===== src/rtl/fpu_acc_seq.sv =====
// fpu_acc_seq: streaming block accumulator wrapped around a combinational fpu_add.
// It accepts LEN samples over valid/ready and drives add_a = running sum and add_b = sample.
// It registers add_result back into the running sum.
// It emits the block total with a one-cycle sum_valid pulse.
// Optional feature macro: FPU_ACC_PIPE_EN.
//   Defined: the sample is registered into b_q and the add completes in a WAIT state.
//   This gives 1 sample per 2 cycles and cuts the in_data -> fpu_add -> acc path.
module fpu_acc_seq #(
   parameter bit double = 1'b0,
   parameter int LEN_W  = 16
) (
   input  logic                            clk,
   input  logic                            rst_n,
   input  logic                            start,
   input  logic [LEN_W-1:0]                len,
   input  logic [(double ? 64 : 32)-1:0]   in_data,
   input  logic                            in_valid,
   output logic                            in_ready,
   output logic [(double ? 64 : 32)-1:0]   add_a,
   output logic [(double ? 64 : 32)-1:0]   add_b,
   input  logic [(double ? 64 : 32)-1:0]   add_result,
   input  logic                            add_exception,
   output logic [(double ? 64 : 32)-1:0]   sum,
   output logic                            sum_valid,
   output logic                            busy,
   output logic                            exc_flag
);

   localparam int W = double ? 64 : 32;

`ifdef FPU_ACC_PIPE_EN
   typedef enum logic [1:0] {IDLE, ACCUM, WAIT, DONE} state_t;
`else
   typedef enum logic [1:0] {IDLE, ACCUM, DONE} state_t;
`endif

   state_t           state_q, state_d;
   logic [W-1:0]     acc_q, acc_d;
   logic [W-1:0]     sum_q, sum_d;
   logic [LEN_W-1:0] cnt_q, cnt_d;
   logic             exc_q, exc_d;
`ifdef FPU_ACC_PIPE_EN
   logic [W-1:0]     b_q, b_d;
   logic             last_q, last_d;
`endif

   // state and datapath registers, synchronous active-low reset
   always_ff @(posedge clk) begin
      if (!rst_n) begin
         state_q <= IDLE;
         acc_q   <= '0;
         sum_q   <= '0;
         cnt_q   <= '0;
         exc_q   <= 1'b0;
`ifdef FPU_ACC_PIPE_EN
         b_q     <= '0;
         last_q  <= 1'b0;
`endif
      end else begin
         state_q <= state_d;
         acc_q   <= acc_d;
         sum_q   <= sum_d;
         cnt_q   <= cnt_d;
         exc_q   <= exc_d;
`ifdef FPU_ACC_PIPE_EN
         b_q     <= b_d;
         last_q  <= last_d;
`endif
      end
   end

   // next-state, datapath updates and handshake/status outputs
   always_comb begin
      state_d   = state_q;
      acc_d     = acc_q;
      sum_d     = sum_q;
      cnt_d     = cnt_q;
      exc_d     = exc_q;
`ifdef FPU_ACC_PIPE_EN
      b_d       = b_q;
      last_d    = last_q;
`endif
      in_ready  = 1'b0;
      add_a     = acc_q;
      add_b     = '0;
      sum_valid = 1'b0;
      busy      = (state_q != IDLE);
      case (state_q)
         IDLE: begin
            if (start) begin
               exc_d = 1'b0;
               if (len != '0) begin
                  acc_d   = '0;
                  cnt_d   = len;
                  state_d = ACCUM;
               end else begin
                  // an empty block still reports a +0.0 total
                  sum_d   = '0;
                  state_d = DONE;
               end
            end
         end
         ACCUM: begin
            in_ready = 1'b1;
            add_b    = in_data;
            if (in_valid) begin
               // cnt is always >= 1 here, so the decrement cannot wrap
               cnt_d = cnt_q - LEN_W'(1);
`ifdef FPU_ACC_PIPE_EN
               b_d     = in_data;
               last_d  = (cnt_q == LEN_W'(1));
               state_d = WAIT;
`else
               acc_d = add_result;
               exc_d = exc_q | add_exception;
               if (cnt_q == LEN_W'(1)) begin
                  sum_d   = add_result;
                  state_d = DONE;
               end
`endif
            end
         end
`ifdef FPU_ACC_PIPE_EN
         WAIT: begin
            add_b = b_q;
            acc_d = add_result;
            exc_d = exc_q | add_exception;
            if (last_q) begin
               sum_d   = add_result;
               state_d = DONE;
            end else begin
               state_d = ACCUM;
            end
         end
`endif
         DONE: begin
            // a start seen here is dropped; acceptance needs state IDLE
            sum_valid = 1'b1;
            state_d   = IDLE;
         end
         default: state_d = IDLE;
      endcase
   end

   assign sum      = sum_q;
   assign exc_flag = exc_q;

endmodule

===== config.mk =====
export PLATFORM = sky130hd
export DESIGN_NAME = fpu_acc_seq
export DESIGN_NICKNAME = d
export VERILOG_FILES = /design/src/rtl/fpu_acc_seq.sv
export SDC_FILE = /design/constraint.sdc
export NUM_CORES = 1
export LEC_CHECK = 0
export ABC_AREA = 1
export ABC_CLOCK_PERIOD_IN_PS = 4400
export BUFFER_PORTS_ARGS = -buffer_cell sky130_fd_sc_hd__buf_4
export CAP_MARGIN = 40
export CORE_ASPECT_RATIO = 0.7
export CORE_MARGIN = 5
export CORE_UTILIZATION = 30
export CTS_CLUSTER_SIZE = 8
export DETAILED_ROUTE_END_ITERATION = 6
export PLACE_DENSITY_LB_ADDON = 0.25
export SLEW_MARGIN = 20
export SYNTH_ARGS = -nofsm -noshare
export SYNTH_HDL_FRONTEND = slang
export SYNTH_SLANG_ARGS = --single-unit

===== constraint.sdc =====
create_clock -name clk -period 4.4 [get_ports clk]
set_input_delay 0.88 -clock clk [delete_from_list [all_inputs] [get_ports clk]]
set_output_delay 0.88 -clock clk [all_outputs]
set_load 0.03 [all_outputs]

==> run summary, run 1 <==
Core Area = 14000 um^2
Final instance area = 6150 um^2
Clk buf depth = 2
Met3 Use GR = 0.0531
Crit path kind = flip-flop to output pin
Worst skew pair latency = 330 ps
First-pass detailed-route iteration total = 5
Routed WL = 13.3 mm
Psw = 1.06 mW
Cells after Synth = 723
Max incr delay on CP = 500 ps
CTS H-tree lvls = 3
Period utilisation layout = 0.621
Synth Area in Simple Gates = 0.388
Clock sink count = 83
Sw frac = 0.378
Fin nets = 976
Synth warn = 0
Setup TNS = 0 ps
LEAKAGE = 3.42 nW
M1 GR Usage = 0.218
Setup crit start kind = flip-flop
Delay-heaviest family, CP = buffers and inverters
Diode count = 0
Synthesis-to-finish area growth = 43.2%
Pins Over Slew Limit = 0
Post-DP HPWL = 9.92 mm
Initial antenna violation count = 0
CP cell instances = nand2_2 > inv_2 > buf_4 > buf_4
XOR/XNOR Fraction of Synth Area = 0.00612
Postcts setup bufs = 0
Die H = 110 um
Initial core utilization = 0.308
Syn_nets = 810
Critical Path AT = 1850 ps
Cell variety after synth = 28
Global route hottest layer = met2
Required @ worst endpoint = 3520 ps
Clock slew at reported path FFs = 60 ps
Adder-cell share of the synthesized area = 0.00583
Fin. Hold Viols = 0
Post-cts sizing count = 0
Clk network pwr share = 0.300
Worst path most repeated cell = buf_4
WP buf/inv = 3
Post-synthesis compound-gate area fraction = 0.0787
WL per Instance = 12.3 um
Share of cells above drive strength 1 = 0.243
Clk_skew = 8.52 ps
Status = completed
IO Port Bufs = 184
Sequential-to-total area share from yosys stat = 0.387
Max Freq = 366 MHz
Placement-stage cell area = 5820 um^2
DR DRC count = 0
# hold bufs at CTS = 0
Worst VDD drop = 0.148 mV
Worst setup EP type = output pin
Power Density = 455 nW/um^2
Reg power frac = 0.329
Minimum clock period = 2730 ps
Fillers = 1539
Grt met2 use = 0.242
RSZ-0062 raised after global routing = no
Post-synthesis mux area share = 0
First-pass GRT wire length = 21.6 mm
Routability cong. = 0.832
1st-iter DRT viols = 213
Mean post-synth cell area = 5.94 um^2
Die width = 153 um
Setup violations, final = 0
CTS buffer count = 9
Synthesized cell area = 4290 um^2
Seq cells post-synth = 83
CTS tree = yes
Largest net degree at the start of global routing = 60
Area of the die = 16800 um^2
Hold Slack = 484 ps
Vias/cell = 4.20
Number of global-route vias before repair = 4353
CTS root buf = clkbuf_16
I/O Pins = 185
Combinational share of power = 0.371
Num rows = 36
Worst hold path class = flip-flop to flip-flop
Relative slew slack = 0.591
Total grt overflow = 0
Largest family of logic cells by synthesized area = simple AND/OR/NAND/NOR gates
Critical-path top delay cell = buf_4
Antenna Nets Post-Route = 0
Gr usage total = 0.157
Critical Path Fanout Max = 59
Via Count = 4554
Int Power = 1.74 mW
Max cap viols = 0
Slew @ Worst Pin = 613 ps
area by class of cell:
type	count	area, um^2	area share
inverters	103	387	0.0629
clock buffers	10	239	0.0389
repair buffers	192	1470	0.240
flip-flops and latches	83	1660	0.270
multi-input cells	500	2060	0.334
clock inverters	6	95.1	0.0155
well taps	190	238	0.0386
cell usage after synthesis, drive strengths merged:
cell type / number / area [um^2]
inv: 102 / 383
a21oi: 30 / 150
o21bai: 1 / 7.51
buf: 14 / 103
o22ai: 1 / 6.26
xnor2: 1 / 8.76
clkbuf: 23 / 86.3
nand3b: 1 / 7.51
nor3b: 1 / 7.51
dfxtp: 83 / 1660
nor2: 211 / 800
xor2: 2 / 17.5
nand4: 1 / 6.26
ha: 2 / 25.0
a211oi: 1 / 7.51
nand2: 201 / 757
nand3: 16 / 90.1
clkinv: 1 / 3.75
o21ai: 31 / 166
cells by family after synthesis:
family | count (synthesis)
simple gates | 431
buf+inv | 140
flops | 83
compound gates | 64
xor+xnor | 3
fa+ha+maj | 2
layer usage:
metal / wire [um] / vias up / share of wire
met1: 6470 / 1932 / 0.49
li1: - / 2471 / -
met2: 5710 / 147 / 0.43
met5: 0 / - / 0
met3: 1080 / 4 / 0.081
met4: 51 / 0 / 0.0038
sequential cells by signal, summed over array words and instances, names as in the netlist:
register	count
add_a	32
cnt_q	16
exc_flag	1
state_q	2
sum	32
power groups by stage:
stage	Combinational, mW	Clock [mW]	Sequential [mW]
floorplan	0.548	0	1.07
global placement	1.04	0	0.935
detailed placement	1.05	0	0.935
CTS	1.05	0.863	0.919
global route	1.16	0.895	0.933
finish	1.04	0.840	0.919
cells in the final DEF (no fill, tap or decap), types with 2 or more instances in the layout:
cell,n
nand2_1,200
nor2_1,208
nand3_1,14
nand3_2,2
clkbuf_16,9
a21oi_1,30
inv_1,100
o21ai_0,29
xor2_1,2
bufinv_16,2
ha_1,2
inv_6,2
nor2_2,3
buf_4,190
inv_2,2
dfxtp_1,83
clkinv_4,2
worst paths after layout:
| kind | start | to | slack, ps | cells past startpoint |
|---|---|---|---|---|
| worst min-delay path | add_a[9] | add_a[9] | 480 | 2 |
| worst min register to register | add_a[9] | add_a[9] | 480 | 2 |
| worst max-delay path | state_q[0] | in_ready | 1670 | 4 |
| worst max register to register | state_q[0] | add_a[25] | 2180 | 9 |
per-stage QoR:
step,utilization,power (mW),setup slack (ps),cells
4_1_cts,0.441,2.83,1660,1084
3_3_place_gp,0.413,1.97,1420,1066
3_5_place_dp,0.417,1.98,1560,1068
5_1_grt,0.441,2.99,1520,1084
2_1_floorplan,-,1.62,2200,723
6_report,0.441,2.80,1670,1084
tightest hold or removal path, delay by kind of cell (launching register included):
kind / cells / cell delay, ps
AND/OR/NAND/NOR: 2 / 130
flip-flops: 1 / 320
Power figures use the tool's default switching activity.
==> run 2: changes to the inputs <==
--- a/config.mk
+++ b/config.mk
@@ -5,8 +5,8 @@
 export SDC_FILE = /design/constraint.sdc
 export NUM_CORES = 1
 export LEC_CHECK = 0
-export ABC_AREA = 1
-export ABC_CLOCK_PERIOD_IN_PS = 4400
+export ABC_AREA = 0
+export ABC_CLOCK_PERIOD_IN_PS = 2200
 export BUFFER_PORTS_ARGS = -buffer_cell sky130_fd_sc_hd__buf_4
 export CAP_MARGIN = 40
 export CORE_ASPECT_RATIO = 0.7
==> constraint.sdc (replaced) <==
create_clock -name clk -period 2.2 [get_ports clk]
set_input_delay 0.44 -clock clk [delete_from_list [all_inputs] [get_ports clk]]
set_output_delay 0.44 -clock clk [all_outputs]
set_load 0.03 [all_outputs]
==> run 2 against run 1 <==
Critical path type unchanged. Clock-buffer cell count unchanged. Combinational power decreased by 21%. Highest routed layer unchanged. Clock skew decreased by 2.6 ps. Final area decreased by 7.2%. Sequential share of layout area increased by 2.1 points. First-iteration DRC count decreased by 14%. Largest cell class unchanged. Via count decreased by 15%. Worst hold slack got worse by 96 ps. Cell count decreased by 27%.
==> run summary, run 2 <==
FF/Latch Area = 1660 um^2 (about the same)
Post-synth top flop = dfxtp_1
WL per Instance = 15.5 um (+27%)
Post-synth top area share = 0.435 (+0.0479)
Delay-heaviest family, CP = buffers and inverters
Highest-count cells in the layout ignoring fill and taps = buf_4 (197), dfxtp_1 (82), nand3_1 (71)
Vias/cell = 4.87 (+16%)
Area of the multi-input gates = 1940 um^2 (-5.6%)
CTS H-tree lvls = 3 (unchanged)
Clk_skew = 5.92 ps (-2.60 ps)
Diode count = 0 (unchanged)
Max Freq = 489 MHz
Crit path kind = flip-flop to output pin
Die width = 145 um (-5.3%)
Synthesis-to-finish area growth = 49.3%
Critical Path Fanout Max = 41 (-31%)
Syn_nets = 536 (-34%)
Via Count = 3855 (-15%)
Number of global-route vias before repair = 3830 (-12%)
Total grt overflow = 0 (unchanged)
Commonest non-fill, non-tap cell in the layout = buf_4
Initial core utilization = 0.307 (-0.000962)
Routability cong. = 0.862 (+3.6%)
Synth top area cells = dfxtp_1 (43%), mux2i_1 (10%), nand3_1 (9.3%), nand2_1 (6.0%), and2_1 (5.4%)
Worst setup margin = 156 ps (-1510 ps)
LEAKAGE = 2.57 nW (-25%)
Initial antenna violation count = 0 (unchanged)
Max incr delay on CP = 370 ps (-130 ps)
Largest family of logic cells by synthesized area = simple AND/OR/NAND/NOR gates
CTS buffer count = 9 (unchanged)
Synth Area in Simple Gates = 0.270 (-0.119)
Placement-stage cell area = 5370 um^2 (-7.7%)
Post-synthesis compound-gate area fraction = 0.132 (+0.0533)
Status = completed
DP Worst Slack = 131 ps (-1430 ps)
Setup crit start kind = flip-flop
Num rows = 34 (-5.6%)
Commonest cells post-synth = dfxtp_1 (83), nand3_1 (71), nand2_1 (61)
Critical Path AT = 1600 ps (-250 ps)
Worst VDD drop = 0.465 mV (+210%)
Final Util = 0.458 (+0.0172)
Minimum clock period = 2040 ps
Relative slew slack = 0.571 (-0.0207)
Largest area contributor in the synthesized netlist = dfxtp_1
Antenna Nets Post-Route = 0 (unchanged)
Largest net degree at the start of global routing = 108 (+80%)
Adder-cell share of the synthesized area = 0.00655 (+0.000721)
Core Area = 12500 um^2 (-11%)
Mean post-synth cell area = 8.51 um^2 (+43%)
Die H = 104 um (-5.2%)
Crit path depth = 4 (unchanged)
Synth warn = 0 (unchanged)
Worst hold path class = input pin to flip-flop
Max cap viols = 0 (unchanged)
First-pass detailed-route iteration total = 5 (unchanged)
First-pass GRT wire length = 19.3 mm (-11%)
Routed WL = 12.3 mm (-7.5%)
RSZ-0062 raised after global routing = no
Seq cells post-synth = 83 (unchanged)
Postcts setup bufs = 0 (unchanged)
I/O Pins = 185 (unchanged)
Power Density = 707 nW/um^2 (+55%)
Gr usage total = 0.159 (+0.00176)
Pins Over Slew Limit = 0 (unchanged)
Placed cell count = 776 (-27%)
Fillers = 1223 (-21%)
1st-iter DRT viols = 183 (-14%)
CP cell instances = nand2b_1 > bufinv_8 > and2_1 > buf_4
Period utilisation layout = 0.929
Sequential-to-total area share from yosys stat = 0.435 (+0.0479)
Slew @ Worst Pin = 642 ps (+28.7 ps)
Required @ worst endpoint = 1760 ps (-1760 ps)
Synthesized cell area = 3820 um^2 (-11%)
Setup TNS = 0 ps (unchanged)
Post-synthesis mux area share = 0.0995 (+0.0995)
Clk buf depth = 2 (unchanged)
Hold Slack = 388 ps (-95.8 ps)
Final instance area = 5710 um^2 (-7.2%)
CTS tree = yes
Fin nets = 712 (-27%)
Cells after Synth = 449 (-38%)
Asr flop ratio synth = 0 (unchanged)
IO Port Bufs = 184 (unchanged)
CTS root buf = clkbuf_16
Post-DP HPWL = 9.31 mm (-6.2%)
Cell variety after synth = 39 (+39%)
Fin. Hold Viols = 0 (unchanged)
Most numerous cell in the Yosys netlist = dfxtp_1
Clock slew at reported path FFs = 60 ps (about the same)
DR DRC count = 0 (unchanged)
Worst r2r path cells = 6 (-3)
Area of the die = 15100 um^2 (-10%)
Non-Filler Instances = 792 (-27%)
XOR/XNOR Fraction of Synth Area = 0 (-0.00612)
Setup violations, final = 0 (unchanged)
Clock sink count = 83 (unchanged)
# hold bufs at CTS = 0 (unchanged)
Worst hold path depth = 3 (+1)
Worst setup EP type = output pin
Share of cells above drive strength 1 = 0.360 (+0.118)
WP buf/inv = 2 (-1)
Power consumption = 4.03 mW (+44%)
Worst skew pair latency = 330 ps (about the same)
Critical-path top delay cell = dfxtp_1
Post-synth EDFFs = 0 (unchanged)
==> run 2: worst min-delay path: stages <==
cell     delay (ps)
buf_4           110
nand3_1          60
a21oi_1          60
==> run 2: cell families after synthesis <==
group,count (synthesis)
AOI/OAI and AO/OA,79
and+or+nand+nor,205
adders and majority gates,2
buffers and inverters,42
muxes,38
DFF,83
==> run 2: per-layer routing <==
metal | GRT usage | share of wire
met1 | 0.201 | 0.42
met2 | 0.255 | 0.46
met3 | 0.0565 | 0.098
met4 | 0.0453 | 0.013
met5 | 0 | 0
==> run 2: path summary, 6_finish.rpt <==
check              from   endpoint  slack, ps
max reg2reg    cnt_q[7]     sum[3]        230
min reg2reg     sum[12]    sum[12]        460
max          state_q[1]  add_b[15]        160
min              len[0]   cnt_q[0]        390
==> run 2: report_power, final <==
part           switching [mW]  internal [mW]  leakage (nW)
combinational           0.464          0.359          1.74
sequential             0.0511           1.56         0.674
clock                   0.603          0.996         0.153
==> run 2: cell type report <==
type / instances / share of cell area
clock buffer: 10 / 0.0401
clock inverter: 6 / 0.0158
inverter: 7 / 0.00702
multi-input combinational: 324 / 0.340
sequential: 83 / 0.291
tap: 162 / 0.0355
timing repair buffer: 200 / 0.270
==> run 2: timing repair <==
item / in CTS / in global routing
pin swaps: 0 / 0
gates resized for setup: 1 / 4
setup endpoints to repair: 32 / 25
